<file path="config.mk">
export PLATFORM = sky130hd
export DESIGN_NAME = add_sub_nibble_seq_sub
export DESIGN_NICKNAME = d
export VERILOG_FILES = /design/src/rtl/add_sub_pkg.sv /design/src/rtl/ADD_SUB_SUB_4bit.sv /design/src/rtl/add_sub_nibble_seq_sub.sv
export SDC_FILE = /design/constraint.sdc
export NUM_CORES = 1
export LEC_CHECK = 0
export CAP_MARGIN = 20
export CORE_MARGIN = 2
export CORE_UTILIZATION = 40
export CTS_BUF_LIST = sky130_fd_sc_hd__clkbuf_8
export CTS_CLUSTER_DIAMETER = 100
export DETAILED_ROUTE_END_ITERATION = 12
export PLACE_DENSITY = 0.64
export SYNTH_ARGS = -nofsm -noshare
export SYNTH_HDL_FRONTEND = slang
export SYNTH_HIERARCHICAL = 1
export SYNTH_SLANG_ARGS = --single-unit
</file>
<file path="constraint.sdc">
create_clock -name i_clk -period 5.1 [get_ports i_clk]
set_input_delay 1.02 -clock i_clk [delete_from_list [all_inputs] [get_ports i_clk]]
set_output_delay 1.02 -clock i_clk [all_outputs]
set_load 0.1 [all_outputs]
</file>
<file path="src/rtl/add_sub_pkg.sv">
// Shared types and constants for the nibble-serial subtractor controller.
package add_sub_pkg;

    localparam int NIBBLE_W = 4;

    typedef enum logic [1:0] {
        IDLE = 2'd0,
        RUN  = 2'd1,
        DONE = 2'd2
    } state_e;

    // Counter must hold 0..nibbles-1; never narrower than one bit.
    function automatic int cnt_width(input int nibbles);
        int w;
        w = $clog2(nibbles);
        return (w < 1) ? 1 : w;
    endfunction

endpackage

</file>
<file path="src/rtl/ADD_SUB_SUB_4bit.sv">
// 4-bit borrow-lookahead subtractor slice: diff = a - b - bin, bout = borrow out.
module ADD_SUB_SUB_4bit (
    input  logic [3:0] a,
    input  logic [3:0] b,
    input  logic       bin,
    output logic [3:0] diff,
    output logic       bout
);

    logic [3:0] g_s;
    logic [3:0] p_s;
    logic [3:0] c_s;

    // A bit generates a borrow when a=0,b=1 and passes one through when a==b.
    assign g_s = ~a & b;
    assign p_s = ~(a ^ b);

    assign c_s[0] = bin;
    assign c_s[1] = g_s[0] | (p_s[0] & bin);
    assign c_s[2] = g_s[1] | (p_s[1] & g_s[0]) | (p_s[1] & p_s[0] & bin);
    assign c_s[3] = g_s[2] | (p_s[2] & g_s[1]) | (p_s[2] & p_s[1] & g_s[0])
                  | (p_s[2] & p_s[1] & p_s[0] & bin);
    assign bout   = g_s[3] | (p_s[3] & g_s[2]) | (p_s[3] & p_s[2] & g_s[1])
                  | (p_s[3] & p_s[2] & p_s[1] & g_s[0])
                  | (p_s[3] & p_s[2] & p_s[1] & p_s[0] & bin);

    assign diff = a ^ b ^ c_s;

endmodule

</file>
<file path="src/rtl/add_sub_nibble_seq_sub.sv">
// Nibble-serial A - B - Bin controller: one 4-bit slice reused over WIDTH/4 cycles.
module add_sub_nibble_seq_sub
    import add_sub_pkg::*;
#(
    parameter int WIDTH = 24
) (
    input  logic             i_clk,
    input  logic             i_rst_n,
    input  logic             i_clear,
    input  logic             i_valid,
    output logic             o_ready,
    input  logic [WIDTH-1:0] i_a,
    input  logic [WIDTH-1:0] i_b,
    input  logic             i_bin,
    output logic             o_valid,
    input  logic             i_ready,
    output logic [WIDTH-1:0] o_diff,
    output logic             o_bout,
    output logic             o_zero,
    output logic             o_busy
);

    localparam int NIBBLES = WIDTH / NIBBLE_W;
    localparam int CNT_W   = cnt_width(NIBBLES);
    localparam logic [CNT_W-1:0] CNT_LAST = CNT_W'(NIBBLES - 1);
    localparam logic [CNT_W-1:0] CNT_ONE  = CNT_W'(1);

    if ((WIDTH % NIBBLE_W) != 0 || WIDTH < 8) begin : g_bad_width
        $error("add_sub_nibble_seq_sub: WIDTH must be a multiple of 4 and >= 8");
    end

    state_e           state_r;
    logic [WIDTH-1:0] a_sh_r;
    logic [WIDTH-1:0] b_sh_r;
    logic [WIDTH-1:0] res_r;
    logic [WIDTH-1:0] diff_r;
    logic [CNT_W-1:0] cnt_r;
    logic             borrow_r;
    logic             bout_r;
    logic             zero_r;
    logic             valid_r;
    logic             ready_r;
    logic             busy_r;

    logic [3:0]       slice_diff_s;
    logic             slice_bout_s;
    logic [WIDTH-1:0] res_next_s;

    ADD_SUB_SUB_4bit u_slice (
        .a    (a_sh_r[3:0]),
        .b    (b_sh_r[3:0]),
        .bin  (borrow_r),
        .diff (slice_diff_s),
        .bout (slice_bout_s)
    );

    // Result fills from the top so the first (least significant) nibble ends at bit 0.
    assign res_next_s = {slice_diff_s, res_r[WIDTH-1:NIBBLE_W]};

    // Controller FSM, datapath shift registers and registered outputs.
    always_ff @(posedge i_clk or negedge i_rst_n) begin
        if (!i_rst_n) begin
            state_r  <= IDLE;
            a_sh_r   <= '0;
            b_sh_r   <= '0;
            res_r    <= '0;
            diff_r   <= '0;
            cnt_r    <= '0;
            borrow_r <= 1'b0;
            bout_r   <= 1'b0;
            zero_r   <= 1'b0;
            valid_r  <= 1'b0;
            ready_r  <= 1'b1;
            busy_r   <= 1'b0;
        end else if (i_clear) begin
            state_r  <= IDLE;
            a_sh_r   <= '0;
            b_sh_r   <= '0;
            res_r    <= '0;
            diff_r   <= '0;
            cnt_r    <= '0;
            borrow_r <= 1'b0;
            bout_r   <= 1'b0;
            zero_r   <= 1'b0;
            valid_r  <= 1'b0;
            ready_r  <= 1'b1;
            busy_r   <= 1'b0;
        end else begin
            case (state_r)
                IDLE: begin
                    if (i_valid && ready_r) begin
                        a_sh_r   <= i_a;
                        b_sh_r   <= i_b;
                        borrow_r <= i_bin;
                        cnt_r    <= '0;
                        state_r  <= RUN;
                        ready_r  <= 1'b0;
                        busy_r   <= 1'b1;
                    end
                end
                RUN: begin
                    a_sh_r   <= a_sh_r >> NIBBLE_W;
                    b_sh_r   <= b_sh_r >> NIBBLE_W;
                    res_r    <= res_next_s;
                    borrow_r <= slice_bout_s;
                    if (cnt_r == CNT_LAST) begin
                        state_r <= DONE;
                        diff_r  <= res_next_s;
                        bout_r  <= slice_bout_s;
                        zero_r  <= (res_next_s == '0);
                        valid_r <= 1'b1;
                    end else begin
                        cnt_r <= cnt_r + CNT_ONE;
                    end
                end
                DONE: begin
                    if (i_ready) begin
                        state_r <= IDLE;
                        valid_r <= 1'b0;
                        ready_r <= 1'b1;
                        busy_r  <= 1'b0;
                    end
                end
                default: begin
                    state_r <= IDLE;
                    valid_r <= 1'b0;
                    ready_r <= 1'b1;
                    busy_r  <= 1'b0;
                end
            endcase
        end
    end

    assign o_ready = ready_r;
    assign o_valid = valid_r;
    assign o_diff  = diff_r;
    assign o_bout  = bout_r;
    assign o_zero  = zero_r;
    assign o_busy  = busy_r;

endmodule

</file>
### After elaboration in Yosys (flattened, before gate mapping)

Cells that the tools add are included.
W data, S select, Z words.

| word-level totals | value |
|---|---|
| output and inout port bits | 29 |
| word-level logic and storage cells | 105 |
| input bits | 54 |
| flip-flop bits (word level) | 107 |

| operators by class | value |
|---|---|
| bitwise logic cells | 31 |
| $add $sub $neg | 1 |
| multiplexer cells | 40 |
| equality and inequality tests | 9 |
| reductions and logical operators | 12 |

Operator list:

| operator | number |
|---|---|
| $mux W24 | 9 |
| $pmux W24 S2 | 2 |
| $logic_not A24 Y1 | 1 |
| $and A1 B1 Y1 | 16 |
| $mux W1 | 16 |
| $ne A3 B3 Y1 const B | 4 |
| $reduce_and A3 Y1 | 4 |
| $or A1 B1 Y1 | 10 |
| $mux W3 | 3 |
| $pmux W1 S3 | 3 |
| $mux W2 | 4 |
| $not A4 Y4 | 2 |
| $xor A4 B4 Y4 | 2 |
| $pmux W2 S3 | 1 |
| $pmux W3 S2 | 1 |
| $and A4 B4 Y4 | 1 |
| $ne A2 B2 Y1 const B | 2 |
| $reduce_and A2 Y1 | 2 |
| $reduce_bool A2 Y1 | 2 |
| $add A3 B1 Y3 const B | 1 |
| $eq A3 B3 Y1 const B | 1 |
| $reduce_bool A3 Y1 | 1 |
| $eq A2 B1 Y1 const B | 1 |
| $eq A2 B2 Y1 const B | 1 |
| 3 further kinds | 3 |

### Logic depth before layout (Yosys ltp)

Gate-level depths: netlist (run 1).

| logic depth | value |
|---|---|
| depth in word-level cells | 11 |
| depth in mapped cells | 8 |
| gate-level depth less buffers | 8 |

### Modules after synthesis

The synthesis (run 1) kept the hierarchy.

By module, submodules not included:

| module | cells an instance | times used | area an instance (um2) |
|---|---|---|---|
| add_sub_nibble_seq_sub | 477 | 1 | 4,949.7 |
| ADD_SUB_SUB_4bit | 27 | 1 | 200.2 |

### Worst setup path before layout (run 1)

No wires, ideal clock.

| path | value |
|---|---|
| path type | flip-flop to output port |
| start | register busy_r, in the netlist o_busy |
| end | output o_busy |
| slack | 3.167 ns |
| buffers on the path | 0 |
| data arrival time | 0.913 ns |
| required time | 4.080 ns |
| stages on the path, launching flop included | 1 |
| cell sequence | dfrtp_1 |

RTL lines:

| item | line | source |
|---|---|---|
| start, declared | add_sub_nibble_seq_sub.sv:43 | `logic busy_r;` |
| start signal, assigned | add_sub_nibble_seq_sub.sv:74 | `busy_r <= 1'b0;` |
| start signal, assigned | add_sub_nibble_seq_sub.sv:87 | `busy_r <= 1'b0;` |
| start signal, assigned | add_sub_nibble_seq_sub.sv:98 | `busy_r <= 1'b1;` |
| end, declared | add_sub_nibble_seq_sub.sv:20 | `output logic o_busy` |

No word-level cell between the ends.

### Worst setup path after layout (run 1)

| path | value |
|---|---|
| start | register ready_r, in the netlist o_ready |
| end | output o_ready |

RTL lines:

| item | line | source |
|---|---|---|
| start, declared | add_sub_nibble_seq_sub.sv:42 | `logic ready_r;` |
| start signal, assigned | add_sub_nibble_seq_sub.sv:73 | `ready_r <= 1'b1;` |
| start signal, assigned | add_sub_nibble_seq_sub.sv:86 | `ready_r <= 1'b1;` |
| start signal, assigned | add_sub_nibble_seq_sub.sv:97 | `ready_r <= 1'b0;` |
| end, declared | add_sub_nibble_seq_sub.sv:11 | `output logic o_ready,` |

No word-level cell between the ends.

==> key figures, run 1 <==
Outcome
  • Status: finished, final reports clean

Critical path
  • CP endpoint kind: primary output
  • CP max-delay cell: clkdlybuf4s50_1
  • CP Cell Sequence: clkdlybuf4s50_1
  • WP data arrival: 2.10 ns
  • Crit-path max FO: 6
  • CP max stage delay: 1.14 ns
  • Worst setup SP type: register
  • Setup CP Type: register to primary output
  • Top delay family on crit path: buffers and inverters
  • Critical Path RT: 4.08 ns
  • Buf/Inv on CP: 1

Power
  • Pwr Density: 296 nW/um^2
  • Overall Power: 1.84 mW
  • Max rail drop VDD: 0.140 mV
  • Leakage: 2.58 nW

STA
  • Final Hold Fails: 0
  • F_max: 321 MHz
  • Final WS setup: 1.98 ns
  • Slew Viols, Final: 0
  • RSZ-0062 raised after global routing: false
  • Layout Skew: 0.0113 ns
  • Total negative setup slack: 0 ns
  • Tcrit/Tclk final: 0.611
  • Min Tclk post-route: 3.12 ns
  • Normalized max-slew margin: 0.350
  • Setup-failing EPs final: 0
  • Least-Margin Pin Slew: 0.972 ns

Placed design
  • DP Worst Slack: 1.91 ns
  • HPWL Detailed: 6900 um
  • Post-place instance area: 5930 um^2
  • IO buf count: 82
  • Gpl congestion: 0.775

Clock network
  • Hold buffer count at cts: 0
  • H-tree depth: 3
  • TritonCTS clock tree: built
  • Clk sinks: 103
  • Clk_lat worst skew: 0.39 ns
  • Worst-path clk slew: 0.09 ns
  • Worst-case clock buffer depth: 2
  • PostCTS Resize Cnt: 0
  • CTS Buf Count: 9
  • Post-CTS setup buffer count: 0
  • Root Buffer: clkbuf_8

Synth
  • Commonest register cell after synthesis: dfrtp_1
  • Cell with the most instances after synthesis: nand2_1
  • Area contributors post-synth: dfrtp_1 (50%), nand2_1 (11%), o31ai_2 (9.7%)
  • #FFs+latches synth: 103
  • Post-synthesis instance total: 504
  • Count of cell types in the netlist: 37
  • Area of the mapped netlist: 5150 um^2
  • Synth top area share: 0.496
  • Number of synthesized flops with an enable pin: 0
  • Share of the yosys chip area belonging to registers: 0.501
  • Warnings, synthesis: 6
  • Leading area contributor after synthesis: dfrtp_1
  • Post-synthesis net count: 566
  • Mapped Avg Cell Area: 10.2 um^2
  • Post-synth top cells: nand2_1 (151), dfrtp_1 (102), a21oi_1 (55), mux2i_1 (41), o31ai_2 (40)
  • Synth async-reset ratio: 1.00

Floorplan
  • Initial Util: 0.408
  • DIE AREA: 13800 um^2
  • I/O Pins: 83
  • Core Region: 12600 um^2
  • Die width: 117 um
  • Row count: 41
  • Die Y: 117 um

Global routing
  • Met2 usage: 0.267
  • Global-route wire length before repair: 17800 um
  • Largest net degree at the start of global routing: 102
  • Global router's overall resource usage: 0.158
  • Antenna violations before repair: 0
  • Global route hottest layer: met2
  • Met3 Use GR: 0.0325
  • Overflow after GRT: 0
  • Met1 Usage GRT: 0.200
  • Vias in the first global route: 3619

Route
  • Drt initial violations: 219
  • Vias: 3746
  • Via-per-instance ratio: 5.03
  • DR WL/cell: 14.3 um
  • Pre-antenna DRT Iters: 4
  • Total wire length: 10700 um
  • Final ANT Viol Nets: 0
  • # DRC: 0

Layout
  • Synth-to-Final Area Change: 21.1%
  • Reg area: 2580 um^2
  • Nets: 629
  • Multi-input gate area: 2250 um^2
  • Finished Cell Area: 6240 um^2
  • Ant. Diodes: 0
  • Share of cells above drive strength 1: 0.128
  • Fillcell total: 1233

Min path
  • Type of the worst min-delay path: register to register

Job
  • Max-Cap Viols: 0
-- path summary, 6_finish.rpt --
check	startpoint	end	slack [ns]	cells past startpoint
setup / recovery	o_ready	o_ready	1.98	1
hold / removal	b_sh_r[4]	b_sh_r[4]	0.49	2
setup reg to reg	state_r[0]	a_sh_r[0]	2.78	5
hold reg to reg	b_sh_r[4]	b_sh_r[4]	0.49	2
max in group asynchronous	i_rst_n	b_sh_r[1]	3.36	2
min in group asynchronous	i_rst_n	o_diff[7]	0.77	1
-- worst register-to-register path, cell delays in order, from the launching register on --
cell     delay [ns]
dfrtp_1        0.55
nor2b_4        0.62
buf_16         0.25
buf_4          0.42
mux2i_1        0.29
o31ai_2        0.08
-- metal layers --
layer	wire [um]	part of all wire
met5	0	0
met4	172	0.016
met3	438	0.041
met2	5100	0.48
met1	4940	0.46
-- metrics by stage --
stage,instances,util,hold WS [ns]
5_1_grt,744,0.494,0.515
6_report,744,0.494,0.490
4_1_cts,741,0.489,0.493
2_1_floorplan,504,-,0.449
3_3_place_gp,725,0.470,0.465
3_5_place_dp,725,0.470,0.472
-- sequential cells by signal (all words and copies together), names as in the netlist, 2 cells and up --
signal   count
b_sh_r      24
state_r      2
a_sh_r      24
res_r       20
o_diff      24
cnt_r        3
-- kinds of logic after synthesis --
family          count (synthesis)  share of synthesized area
xor+xnor                        3                    0.00510
mux                            41                     0.0797
flops                         103                      0.501
fa+ha+maj                       8                     0.0209
buf+inv                        47                     0.0634
simple gates                  185                      0.152
compound gates                117                      0.178
-- power breakdown --
part	switching, mW	leakage, nW	internal, mW
clock	0.298	0.118	0.308
combinational	0.192	1.07	0.143
sequential	0.0351	1.39	0.867
-- final cells by class --
type	instances	area share
inverters	10	0.00602
clock inverters	5	0.0140
clock buffers	11	0.0243
multi-input cells	354	0.361
flip-flops and latches	103	0.413
repair buffers	89	0.147
well taps	172	0.0345
-- cells in the final DEF (no fill, tap or decap), types with 3 or more instances in the layout --
| cell | count |
|---|---|
| nor3_1 | 6 |
| dfrtp_1 | 102 |
| nor4_1 | 6 |
| a21oi_1 | 55 |
| buf_4 | 6 |
| clkdlybuf4s50_1 | 80 |
| o31ai_2 | 40 |
| inv_1 | 9 |
| nand2b_1 | 3 |
| a21o_1 | 3 |
| o21ai_1 | 9 |
| clkbuf_8 | 11 |
| nor2_1 | 9 |
| mux2i_1 | 41 |
| nand3b_1 | 3 |
| nand2_1 | 151 |
| ha_1 | 7 |
Power figures use the tool's default switching activity.
==> inputs of run 2 (changes only) <==
- clock period: 5.1 -> 3.3 ns (I/O delays scaled with it)
==> run 2 against run 1 <==
Worst hold slack worse by 0.31 ns. Final area is 1.7% lower. Combinational power is 52% higher. Utilization is 0.85 points lower. Sequential share of layout area is 0.73 points higher. Final cell count stayed put. Clock power is 40% higher. Non-clock buffer count stayed put. Critical endpoint is now o_zero. Largest cell class unchanged.
==> key figures, run 2 (synthesis gave the netlist of run 1 again) <==
Global routing
  • Global-route wire length before repair: 18300 um (was 17800 um)
  • Overflow after GRT: 0 (unchanged)
  • Antenna violations before repair: 0 (unchanged)
  • Largest net degree at the start of global routing: 102 (unchanged)
  • Vias in the first global route: 3816 (was 3619)
  • Global router's overall resource usage: 0.162 (was 0.158)

STA
  • Final WS setup: 1.24 ns (was 1.98 ns)
  • Least-Margin Pin Slew: 0.628 ns (was 0.972 ns)
  • Worst hold margin: 0.177 ns (was 0.490 ns)
  • Setup-failing EPs final: 0 (unchanged)
  • Min Tclk post-route: 2.06 ns
  • Tcrit/Tclk final: 0.623
  • Slew Viols, Final: 0 (unchanged)
  • RSZ-0062 raised after global routing: false (unchanged)
  • Layout Skew: 0.00937 ns (was 0.0113 ns)
  • Final Hold Fails: 0 (unchanged)
  • F_max: 486 MHz
  • Normalized max-slew margin: 0.580 (was 0.350)
  • Total negative setup slack: 0 ns (unchanged)

Layout
  • Share of cells above drive strength 1: 0.178 (was 0.128)
  • Finished Cell Area: 6130 um^2 (was 6240 um^2)
  • Ant. Diodes: 0 (unchanged)
  • Synth-to-Final Area Change: 19.0% (was 21.1%)
  • Layout Cells excl Fill: 744 (unchanged)
  • Utilization after layout: 0.486 (was 0.494)
  • Nets: 629 (unchanged)
  • Commonest cells after routing, fill and taps aside: nand2_1 (151), dfrtp_1 (102), a21oi_1 (55) (was nand2_1 (151), dfrtp_1 (102), clkdlybuf4s50_1 (80))
  • Most common cell after layout, fill and taps aside: nand2_1 (unchanged)
  • Fillcell total: 1228 (was 1233)

Clock network
  • Root Buffer: clkbuf_8 (unchanged)
  • Clk_lat worst skew: 0.38 ns (was 0.39 ns)
  • PostCTS Resize Cnt: 0 (unchanged)
  • Clk sinks: 103 (unchanged)
  • CTS Buf Count: 9 (unchanged)
  • Worst-case clock buffer depth: 2 (unchanged)
  • Worst-path clk slew: 0.10 ns (was 0.09 ns)
  • Post-CTS setup buffer count: 0 (unchanged)
  • H-tree depth: 3 (unchanged)
  • Hold buffer count at cts: 0 (unchanged)
  • TritonCTS clock tree: built (unchanged)

Route
  • Via-per-instance ratio: 5.07 (was 5.03)
  • Final ANT Viol Nets: 0 (unchanged)
  • # DRC: 0 (unchanged)
  • Pre-antenna DRT Iters: 4 (unchanged)
  • Total wire length: 10700 um (about the same)
  • DR WL/cell: 14.4 um (was 14.3 um)
  • Drt initial violations: 202 (was 219)
  • Vias: 3769 (was 3746)

Critical path
  • Setup CP Type: register to register (was register to primary output)
  • Top delay family on crit path: simple AND/OR/NAND/NOR gates (was buffers and inverters)
  • CP max stage delay: 0.42 ns (was 1.14 ns)
  • Worst setup SP type: register (unchanged)
  • CP Cell Sequence: inv_1 -> ha_1 -> a21o_1 -> a21oi_2 -> xor2_1 -> nor4_1 -> nand4_1 -> o21ai_1 (was clkdlybuf4s50_1)
  • Crit-path max FO: 3 (was 6)
  • Critical Path RT: 3.62 ns (was 4.08 ns)
  • WP data arrival: 2.37 ns (was 2.10 ns)
  • CP max-delay cell: dfrtp_1 (was clkdlybuf4s50_1)
  • CP endpoint kind: register (was primary output)
  • Buf/Inv on CP: 1 (unchanged)

Power
  • Max rail drop VDD: 0.262 mV (was 0.140 mV)
  • Overall Power: 2.76 mW (was 1.84 mW)
  • Leakage: 2.62 nW (was 2.58 nW)
  • Pwr Density: 449 nW/um^2 (was 296 nW/um^2)

Placed design
  • Post-place instance area: 5920 um^2 (was 5930 um^2)
  • DP Worst Slack: 0.985 ns (was 1.91 ns)
  • IO buf count: 82 (unchanged)
  • DP Cell Count: 728 (was 725)
  • HPWL Detailed: 7130 um (was 6900 um)
  • Gpl congestion: 0.789 (was 0.775)

Floorplan
  • DIE AREA: 13800 um^2 (unchanged)
  • Row count: 41 (unchanged)
  • Die width: 117 um (unchanged)
  • Initial Util: 0.408 (unchanged)
  • Die Y: 117 um (unchanged)
  • Core Region: 12600 um^2 (unchanged)
  • I/O Pins: 83 (unchanged)

Min path
  • Type of the worst min-delay path: input pin to async pin (was register to register)

Outcome
  • Status: finished, final reports clean (unchanged)

Job
  • Max-Cap Viols: 0 (unchanged)
[run 2: path summary, 6_finish.rpt]
path                       startpoint        end  cells after the start  slack, ns
max                         a_sh_r[0]     o_zero                      8       1.24
min                           i_rst_n     o_zero                      1       0.18
max reg2reg                 a_sh_r[0]     o_zero                      8       1.24
min reg2reg                 a_sh_r[3]  a_sh_r[3]                      2       0.49
max in group asynchronous     i_rst_n    o_ready                      2       2.36
min in group i_clk          a_sh_r[3]  a_sh_r[3]                      2       0.49
[run 2: layer usage]
| metal | up-vias | share of wire | track usage |
|---|---|---|---|
| li1 | 1853 | - | - |
| met1 | 1817 | 0.45 | 0.210 |
| met2 | 80 | 0.49 | 0.264 |
| met3 | 19 | 0.040 | 0.0407 |
| met4 | 0 | 0.021 | 0.0610 |
| met5 | - | 0 | 0 |
[run 2: where the power goes]
part | total [mW] | switching, mW | internal (mW)
combinational | 0.512 | 0.296 | 0.216
clock | 0.849 | 0.452 | 0.397
sequential | 1.39 | 0.0540 | 1.34
total | 2.76 | 0.802 | 1.95
[run 2: area by class of cell]
type | count | area (um^2) | share of cell area
sequential | 103 | 2580 | 0.421
tap | 172 | 215 | 0.0351
inverter | 10 | 37.5 | 0.00612
clock buffer | 11 | 151 | 0.0247
timing repair buffer | 89 | 833 | 0.136
clock inverter | 5 | 62.6 | 0.0102
multi-input combinational | 354 | 2250 | 0.367
==> RTL edit: new RTL, config.mk and constraints of run 2 <==
`WIDTH`: 24 -> 48.
--- a/src/rtl/add_sub_nibble_seq_sub.sv
+++ b/src/rtl/add_sub_nibble_seq_sub.sv
@@ -4,3 +4,3 @@
 #(
-    parameter int WIDTH = 24
+    parameter int WIDTH = 48
 ) (
Interface: changed (resized i_a, i_b and o_diff); port bits go from 83 to 155. No check against the original RTL was run, so the function may have changed too.
==> RTL edit against run 2 <==
Total power is 83% higher. Final cell count is 81% higher. Critical path depth is 1 higher. Setup slack worse by 0.27 ns. Count of clock-buffer cells in the layout is 6 higher. Area after synthesis is 77% higher. Sequential cell count is 97 higher. Wire length is 97% higher. Non-clock buffer count is 80 higher. Cell area is 81% higher. Via count is 84% higher. Critical endpoint unchanged. Largest cell class unchanged. Highest routed layer unchanged.
==> RTL edit: results (changes against run 2) <==
R2R Path End - o_zero$_DFFE_PN0P_
Htree depth - 4 (+1)
Setup bufs post-CTS - 0 (unchanged)
Leak Pwr - 4.73 nW (+81%)
Yosys warns - 6 (unchanged)
Sequential fraction of the synthesis area - 54.9% (+4.8 points)
Ys async rst share - 100% (unchanged)
Worst clock skew - 0.0228 ns (+0.0134 ns)
Max-slew headroom - 44.5% (-13 points)
Number of DRC markers in iteration 0 - 414 (+100%)
R2R cell count - 9 (+1)
Status - completed
Fin. Hold Viols - 0 (unchanged)
R2r setup slk - 0.98 ns (-0.27 ns)
Initial antenna violation count - 1 (+1)
CTS-repair resized insts - 0 (unchanged)
Root buffer cell - clkbuf_8
Pin count of the biggest net entering global routing - 117 (+15%)
Clk network pwr share - 31.6% (+0.8 points)
Share of layout cells above drive strength 1 - 10.4% (-7.4 points)
Hold Path Class - in2async
Gpl congestion - 0.769 (-2.5%)
Peak VDD IR - 0.229 mV (-13%)
Slowest CP cell - dfrtp_1
Total global-route track usage - 18.2% (+2.0 points)
Critical Path Start - a_sh_r[0]$_DFFE_PN0P_
Pre-Repair DR Iteration Count - 6 (+2)
Syn nets - 1,040 (+84%)
Unique masters post-synth - 41 (+11%)
Main synth FF type - dfrtp_1
First-pass GRT wire length - 35.4 mm (+94%)
Final wirelength - 21.0 mm (+97%)
Number of I/O port buffers - 154 (+88%)
Num CTS Buffers - 17 (+8)
Fin nets - 1,153 (+83%)
Vias in the first global route - 6,900 (+81%)
Max FO, Critical Path - 3 (unchanged)
Synth cell count leaders - 296 x nand2_1, 199 x dfrtp_1, 99 x a21oi_1, 89 x mux2i_1, 89 x o31ai_1
Fill cells - 2,175 (+77%)
Detailed Place HPWL - 14.1 mm (+97%)
Synth area leaders - dfrtp_1 55%, nand2_1 12%, mux2i_1 9.8%
CTS clk-pin slew, worst paths - 0.11 ns
CTS max path bufs - 2 (unchanged)
Net Switching - 1.53 mW (+90%)
CP peak stage delay - 0.41 ns
Clock Latency Late Sink - 0.48 ns (+0.10 ns)
Via count - 6,933 (+84%)
## RTL edit: changes by cell type in the layout (fill, tap and decap cells not counted), sizes merged, moves of 3 or more
cell           change
a21oi             +43
buf               +31
clkbuf             +7
clkdlybuf4s50     +48
clkinv             +5
dfrtp             +97
inv                +6
mux2i             +48
nand2            +145
nor3               -3
nor4               +7
o31ai             +47
## RTL edit: critical path, delay by kind of cell (launching register included)
kind / cells / cell delay (ns)
adder cells (fa/ha/maj): 1 / 0.31
multiplexers: 1 / 0.20
buffers and inverters: 1 / 0.08
AO/OA/AOI/OAI: 1 / 0.21
AND/OR/NAND/NOR: 5 / 1.06
flip-flops: 1 / 0.41
## RTL edit: metrics by stage
stage               worst slack (ns)  cells  hold slack (ns)  util, %  area, µm²
global route                   0.740   1342            0.176     49.2      11100
global placement                1.01   1310            0.459     47.4      10700
finish                         0.977   1343            0.161     49.3      11100
detailed placement             0.947   1310            0.466     47.4      10700
CTS                            0.943   1342            0.170     49.2      11100
floorplan                       1.33    931            0.364        -       9120
## RTL edit: layer usage
metal  track usage, %  wire length (µm)
met5                0                 0
met4             4.45               221
met3             5.01              1280
met2             28.4              9850
met1             25.4              9680
## RTL edit: cell families (layout without fill, tap and decap cells)
| group | after synthesis | count (layout) | synth area share [%] |
|---|---|---|---|
| simple gates | 334 | 334 | 14.6 |
| buf+inv | 84 | 210 | 4.68 |
| xor+xnor | 3 | 3 | 0.288 |
| flops | 200 | 200 | 54.9 |
| compound gates | 212 | 212 | 14.5 |
| fa+ha+maj | 7 | 7 | 1.04 |
| other cells | 0 | 1 | 0 |
| mux | 91 | 91 | 10.0 |
## RTL edit: layout make-up
type / count / area share, %
Sequential cell: 200 / 45.2
Multi-Input combinational cell: 647 / 33.4
Timing Repair Buffer: 169 / 14.2
Tap cell: 285 / 3.22
Clock buffer: 17 / 2.11
Clock inverter: 15 / 1.56
Inverter: 9 / 0.305
Antenna cell: 1 / 0.0226
## RTL edit: worst max path at each step
stage	endpoint	cells past startpoint
6_report	o_zero$_DFFE_PN0P_	9
2_1_floorplan	a_sh_r[11]$_DFFE_PN0P_	6
3_3_place_gp	b_sh_r[47]$_DFFE_PN0P_	5
4_1_cts	o_zero$_DFFE_PN0P_	9
3_5_place_dp	o_zero$_DFFE_PN0P_	9
5_1_grt	o_zero$_DFFE_PN0P_	9
## RTL edit: power by group through the flow
stage	logic, mW	registers, mW	clock network, mW
6_report	0.768	2.68	1.59
5_1_grt	0.855	2.70	1.75
4_1_cts	0.780	2.68	1.64
3_5_place_dp	0.780	2.73	0
3_3_place_gp	0.768	2.72	0
2_1_floorplan	0.477	2.72	0
